<file path="src/rtl/resource_pool_lock.sv">
// Lock-handshake responder for a pool of identical units: grants free units to
// requesting SICs oldest-issue-ID first and holds each grant until released.

module resource_pool_lock_age #(
  parameter int ID_WIDTH = 4
) (
  input  logic [ID_WIDTH-1:0] issue_id,
  input  logic [ID_WIDTH-1:0] oldest_id,
  output logic [ID_WIDTH-1:0] age
);
  // Modular distance from the oldest in-flight ID; wraps naturally.
  assign age = issue_id - oldest_id;
endmodule

module resource_pool_lock #(
  parameter int NUM_SICS  = 4,
  parameter int NUM_UNITS = 1,
  parameter int ID_WIDTH  = 4,
  localparam int UW = (NUM_UNITS > 1) ? $clog2(NUM_UNITS) : 1,
  localparam int CW = $clog2(NUM_UNITS + 1)
) (
  input  logic                         clk,
  input  logic                         rst_n,
  input  logic [NUM_SICS-1:0]          req,
  input  logic [NUM_SICS*ID_WIDTH-1:0] req_issue_id,
  input  logic [NUM_SICS-1:0]          release_lock,
  input  logic [ID_WIDTH-1:0]          oldest_issue_id,
  output logic [NUM_SICS-1:0]          grant,
  output logic [NUM_SICS*UW-1:0]       grant_unit,
  output logic [CW-1:0]                units_busy
);
  localparam int SW = (NUM_SICS > 1) ? $clog2(NUM_SICS) : 1;
  localparam int RW = $clog2(NUM_SICS + 1);

  logic [NUM_UNITS-1:0]               busy_q, busy_d;
  logic [NUM_UNITS-1:0][SW-1:0]       owner_q, owner_d;
  logic [NUM_SICS-1:0]                grant_q, grant_d;
  logic [NUM_SICS-1:0][UW-1:0]        unit_q, unit_d;
  logic [CW-1:0]                      busy_cnt_q, busy_cnt_d;

  logic [NUM_SICS-1:0][ID_WIDTH-1:0]  age;
  logic [NUM_SICS-1:0]                elig;
  logic [NUM_SICS-1:0][RW-1:0]        rank;
  logic [RW-1:0]                      free_cnt;

  genvar g;
  for (g = 0; g < NUM_SICS; g++) begin : g_age
    resource_pool_lock_age #(.ID_WIDTH(ID_WIDTH)) u_age (
      .issue_id  (req_issue_id[g*ID_WIDTH +: ID_WIDTH]),
      .oldest_id (oldest_issue_id),
      .age       (age[g])
    );
  end

  assign elig = req & ~grant_q;

  // Rank = number of eligible requesters strictly ahead (older, or same age at lower index).
  always_comb begin
    rank = '0;
    for (int i = 0; i < NUM_SICS; i++) begin
      for (int j = 0; j < NUM_SICS; j++) begin
        if (elig[j] && (j != i) &&
            ((age[j] < age[i]) || ((age[j] == age[i]) && (j < i))))
          rank[i] = rank[i] + RW'(1);
      end
    end
  end

  // The k-th pre-edge free unit (lowest index first) goes to the rank-k requester.
  always_comb begin
    busy_d   = busy_q;
    owner_d  = owner_q;
    free_cnt = '0;
    for (int u = 0; u < NUM_UNITS; u++) begin
      if (busy_q[u]) begin
        if (release_lock[owner_q[u]] || !req[owner_q[u]])
          busy_d[u] = 1'b0;
      end else begin
        for (int i = 0; i < NUM_SICS; i++) begin
          if (elig[i] && (rank[i] == free_cnt)) begin
            busy_d[u]  = 1'b1;
            owner_d[u] = SW'(i);
          end
        end
        free_cnt = free_cnt + RW'(1);
      end
    end
  end

  always_comb begin
    grant_d    = '0;
    unit_d     = '0;
    busy_cnt_d = '0;
    for (int u = 0; u < NUM_UNITS; u++) begin
      if (busy_d[u]) begin
        grant_d[owner_d[u]] = 1'b1;
        unit_d[owner_d[u]]  = UW'(u);
        busy_cnt_d          = busy_cnt_d + CW'(1);
      end
    end
  end

  always_ff @(posedge clk or negedge rst_n) begin
    if (!rst_n) begin
      busy_q     <= '0;
      owner_q    <= '0;
      grant_q    <= '0;
      unit_q     <= '0;
      busy_cnt_q <= '0;
    end else begin
      busy_q     <= busy_d;
      owner_q    <= owner_d;
      grant_q    <= grant_d;
      unit_q     <= unit_d;
      busy_cnt_q <= busy_cnt_d;
    end
  end

  assign grant      = grant_q;
  assign grant_unit = unit_q;
  assign units_busy = busy_cnt_q;

  // Ownership invariants on the registered state.
  logic [NUM_SICS-1:0][CW-1:0] owner_cnt;
  always_comb begin
    owner_cnt = '0;
    for (int u = 0; u < NUM_UNITS; u++)
      if (busy_q[u]) owner_cnt[owner_q[u]] = owner_cnt[owner_q[u]] + CW'(1);
  end

  always @(posedge clk) begin
    if (rst_n) begin
      for (int i = 0; i < NUM_SICS; i++) begin
        assert (owner_cnt[i] <= CW'(1)) else $error("unit owner shared by SIC %0d", i);
        assert (grant_q[i] == (owner_cnt[i] == CW'(1))) else $error("grant/owner disagree for SIC %0d", i);
      end
    end
  end
endmodule

</file>
<file path="config.mk">
export PLATFORM = sky130hd
export DESIGN_NAME = resource_pool_lock
export DESIGN_NICKNAME = d
export VERILOG_FILES = /design/src/rtl/resource_pool_lock.sv
export SDC_FILE = /design/constraint.sdc
export NUM_CORES = 1
export LEC_CHECK = 0
export ABC_CLOCK_PERIOD_IN_PS = 2450
export BUFFER_PORTS_ARGS = -buffer_cell sky130_fd_sc_hd__buf_2
export CORE_ASPECT_RATIO = 1.2
export CORE_MARGIN = 1
export CORE_UTILIZATION = 40
export DETAILED_ROUTE_END_ITERATION = 7
export GPL_TIMING_DRIVEN = 0
export PLACE_DENSITY = 0.71
export SYNTH_ARGS = -nofsm -noshare
export SYNTH_HDL_FRONTEND = slang
export SYNTH_SLANG_ARGS = --single-unit
</file>
<file path="constraint.sdc">
create_clock -name clk -period 2.45 [get_ports clk]
set_input_delay 0.49 -clock clk [delete_from_list [all_inputs] [get_ports clk]]
set_output_delay 0.49 -clock clk [all_outputs]
set_load 0.01 [all_outputs]
</file>
-- Word level (Yosys, flattened, before mapping)
Cells that the tools add are included.
- register bits: 8
- bits of input ports: 30
- output and inout bits: 9
- word-level logic and storage cells: 99
- $add $sub $neg: 12
- order comparisons: 15
- equal/unequal tests: 6
- multiplexer cells: 31
- bitwise gates (word level): 2
- reduce and logical (&&, ||, !) cells: 29
- operator list (operator ; count):
    $lt 4x4->1 ; 12
    $eq 4x4->1 ; 6
    $mux 3 ; 8
    $logic_and 1x1->1 ; 17
    $sub 4x4->4 ; 4
    $mux 1 ; 14
    $add 3x1->3 const B ; 4
    $logic_not 3->1 ; 4
    $mux 2 ; 5
    $add 1x1->2 const B ; 4
    $logic_or 1x1->1 ; 7
    $lt 2x3->1 const B ; 2
    $and 4x4->4 ; 1
    $bmux 1 s2 ; 2
    $mux 4 ; 1
    $not 4->4 ; 1
    $demux 1 s2 ; 1
    $ge 2x1->1 const B ; 1
    $logic_not 1->1 ; 1

-- Depth between registers and ports, before layout
- depth after elaboration: 20
- mapped depth: 20
- depth with buffers taken out: 20

-- By module
From an unflattened synthesis, not the netlist that was laid out.
- cells, all modules: 233
- area total of the unflattened synthesis: 1860.5 µm²
- by module, submodules not included (module ; instances ; cells each ; area each (µm²) ; seq. area each (µm²)):
    resource_pool_lock ; 1 ; 173 ; 1391.3 ; 175.2
    resource_pool_lock_age at g_age[0].u_age ... ; 3 ; 15 ; 116.4 ; 0.0
    resource_pool_lock_age at g_age[3].u_age ; 1 ; 15 ; 120.1 ; 0.0

-- Least setup slack after synthesis
OpenSTA, ideal clock, no wires.
- path kind: input -> register
- from: input oldest_issue_id[1]
- to: register grant_q[0], in the netlist grant[0]
- library setup time: 0.063 ns
- data arrival time: 4.002 ns
- required time: 2.387 ns
- slack: -1.615 ns
- stages: 14
- path buffers: 0
- path through: inv_1 > fa_1 > ha_1 > a21oi_1 > a21oi_1 > maj3_1 > maj3_1 > nand2b_1 > ha_1 > nand3_1 > a211oi_1 > a211oi_1 > a2111o_1 > o21ba_4
- RTL lines (element ; line ; RTL):
    from (decl) ; 27 ; input logic [ID_WIDTH-1:0] oldest_issue_id,
    to (signal assigned) ; 113 ; grant_q <= grant_d;
    to (decl) ; 37 ; logic [NUM_SICS-1:0] grant_q, grant_d;

==> flow_summary.yaml <==
status:
  status: "complete, but fails checks"
  violations: "setup timing"
floorplanning:
  core-area_um2: 4040
  fp.dieArea_um2: 4550
  die_h_um: 73.7
  num_rows: 25
  pin_count: 39
  initial_core_util_pct: 42.5
  die_w_um: 61.8
power_and_ir_drop:
  ir_drop_v: 0.000635
  combPwrFrac_pct: 80.7
  p_clk_share_pct: 8.7
  swShare_pct: 45.7
  p_int_mw: 1.03
  power.density_nw_per_um2: 740
  switching_power_mw: 0.861
  seqPwrFrac_pct: 10.6
  p_leak_nw: 1.21
timing:
  hold_violations: 0
  rsz0062_at_grt: "yes"
  slew_viol_final: 0
  min_period_over_period_pct: 160
  tns_ns: -9.47
  fin_crit_ns: 3.93
  fmax_mhz: 255
  setup_ws_ns: -1.48
  skew_ns: 0.00176
  whs_ns: 0.0839
  setup_viol: 7
setup_path:
  path_max_fanout: 5
  path_class: "primary input to register"
  arrival_ns: 4.10
  start_kind: "primary input"
  cp.required_ns: 2.62
  end_kind: "register"
layout:
  diodes: 0
  area.growth.synth_to_final_pct: 48.8
  nets: 333
  post-route-cell-area_um2: 2550
  drive_above_1_share_pct: 49.6
  layoutNonFillerInstCount: 320
logic_synthesis:
  netlist_instances: 206
  synth_flop_cell: "dfrtp_1"
  synth_edf_count: 0
  avgSynthCellArea_um2: 8.32
  synth.ff_latch_count: 7
  yosysTopAreaCell: "ha_1"
  synth_top_area_share_pct: 23.4
  synth.area.top_cells: "ha_1 23%, dfrtp_1 10%, xnor2_1 5.6%"
  synthArstFlopShare_pct: 100
  yosys_warnings: 0
  synth.distinct_cells: 46
  ys_seq_area_share_pct: 10.2
  synth_area_um2: 1710
global_route:
  grt_pass1_wl_mm: 7.46
  grt.met1_usage_pct: 24.0
  first_global_vias: 1701
  grt.busiest_layer: "met2"
  antenna_found_initial: 0
  grt_max_degree: 10
  track_usage_pct: 22.5
  use_met2_pct: 43.4
  grt_use_met3_pct: 2.82
  grt-ovfl-total: 0
cts:
  cts_max_level: 1
  clockBufferDepth: 2
  path_clk_slew_ns: 0.04
  cts_sinks: 7
  ctsHoldBuffers: 0
  root_buffer: "clkbuf_8"
  cts_made_buffers: 3
  cts_tree: "built"
  insertion_delay_ns: 0.23
place:
  dp_cells: 297
  pre_cts_ws_ns: -1.86
  gp_congestion: 0.818
  portBuffers: 34
  dpl_cell_area_um2: 2010
  hpwlAfterDp_mm: 3.22
detailed_routing:
  wl_mm: 4.97
  drt-vias-per-instance: 5.30
  drt_iter0_drc: 49
  wire_per_inst_um: 15.5
  antenna_left: 0
  vias: 1695
  firstDrtPassIters: 5
  drc: 0
worst_hold_path:
  min_path_type: "primary input to asynchronous set/reset pin"
flow_run:
  maxCapViolations: 0
## what timing repair did
action,4_1_cts,5_1_grt
resized for setup,58,20
pin swaps,27,13
buffers inserted,16,3
setup endpoints to repair,7,7
## critical path, cell delays in order
cell        delay [ns]
buf_6             0.07
clkinvlp_4        0.09
buf_6             0.15
fa_1              0.59
inv_2             0.07
ha_4              0.22
a21oi_2           0.16
a21oi_2           0.05
maj3_2            0.30
maj3_2            0.34
and2_4            0.16
ha_4              0.15
a2111o_1          0.39
nand3_1           0.10
a211oi_1          0.05
a2111o_1          0.46
o21ba_4           0.24
## power groups by stage
stage / sequential (mW) / combinational (mW) / clock, mW
2_1_floorplan: 0.213 / 0.823 / 0
3_3_place_gp: 0.202 / 1.06 / 0
3_5_place_dp: 0.202 / 1.08 / 0
4_1_cts: 0.201 / 1.32 / 0.170
5_1_grt: 0.207 / 1.66 / 0.175
6_report: 0.201 / 1.52 / 0.164
## logic make-up after synthesis
family,share of synthesized area [%]
mux,0.584
flops,10.2
compound gates,22.4
xor+xnor,10.6
fa+ha+maj,29.2
buf+inv,6.42
other cells,0.219
simple gates,20.4
## path summary, 6_finish.rpt
path                               startpoint       end  slack, ns  cells past startpoint
min reg2reg                        owner_q[1]  grant[3]       0.57                      2
max in group asynchronous               rst_n  grant[3]       2.21                      1
max                        oldest_issue_id[1]  grant[0]      -1.48                     17
min in group clk                   owner_q[1]  grant[3]       0.57                      2
min                                     rst_n  grant[0]       0.08                      1
max reg2reg                          grant[2]  grant[0]      -0.04                      8
## area by class of cell
class	instances	area, um^2
Fill cell	317	1490
Multi-Input combinational cell	177	1800
Timing Repair Buffer	53	348
Clock buffer	4	45.0
Tap cell	54	67.6
Inverter	20	81.3
Sequential cell	7	175
Buffer	5	35.0
## flip-flops by register name, summed over array words and instances (netlist names)
name,cells
units_busy,1
grant,4
owner_q,2
## cell usage after synthesis, types with 2 or more instances
library cell / count
ha_1: 32
inv_1: 20
nand2_1: 14
nand2b_1: 13
a21oi_1: 12
xnor2_1: 11
a21o_1: 10
nor2_1: 9
dfrtp_1: 7
nor2b_1: 6
xor2_1: 6
nand3_1: 5
o21ai_0: 5
buf_4: 4
fa_1: 4
nor3_1: 4
a211oi_1: 3
a21o_2: 3
and2_1: 3
and3_1: 3
o21a_1: 3
a2111o_1: 2
maj3_1: 2
nor4_1: 2
o21bai_1: 2
## routing by layer
metal | part of all wire [%] | vias to the layer above
li1 | - | 838
met1 | 38 | 811
met2 | 58 | 39
met3 | 2.2 | 7
met4 | 1.4 | 0
met5 | 0 | -
## layout by cell type, fill, tap and decap left out, drive strengths merged, types with 9 or more instances in the layout
cell type	instances
buf	58
ha	32
inv	19
nand2	14
nand2b	13
a21o	13
xnor2	12
a21oi	12
nor2	9
## stage by stage
stage               util, %  total power [mW]
floorplan                 -              1.04
global placement       49.7              1.26
detailed placement     49.7              1.28
CTS                    60.0              1.69
global route           63.2              2.05
finish                 63.2              1.89
Power figures use the tool's default switching activity.
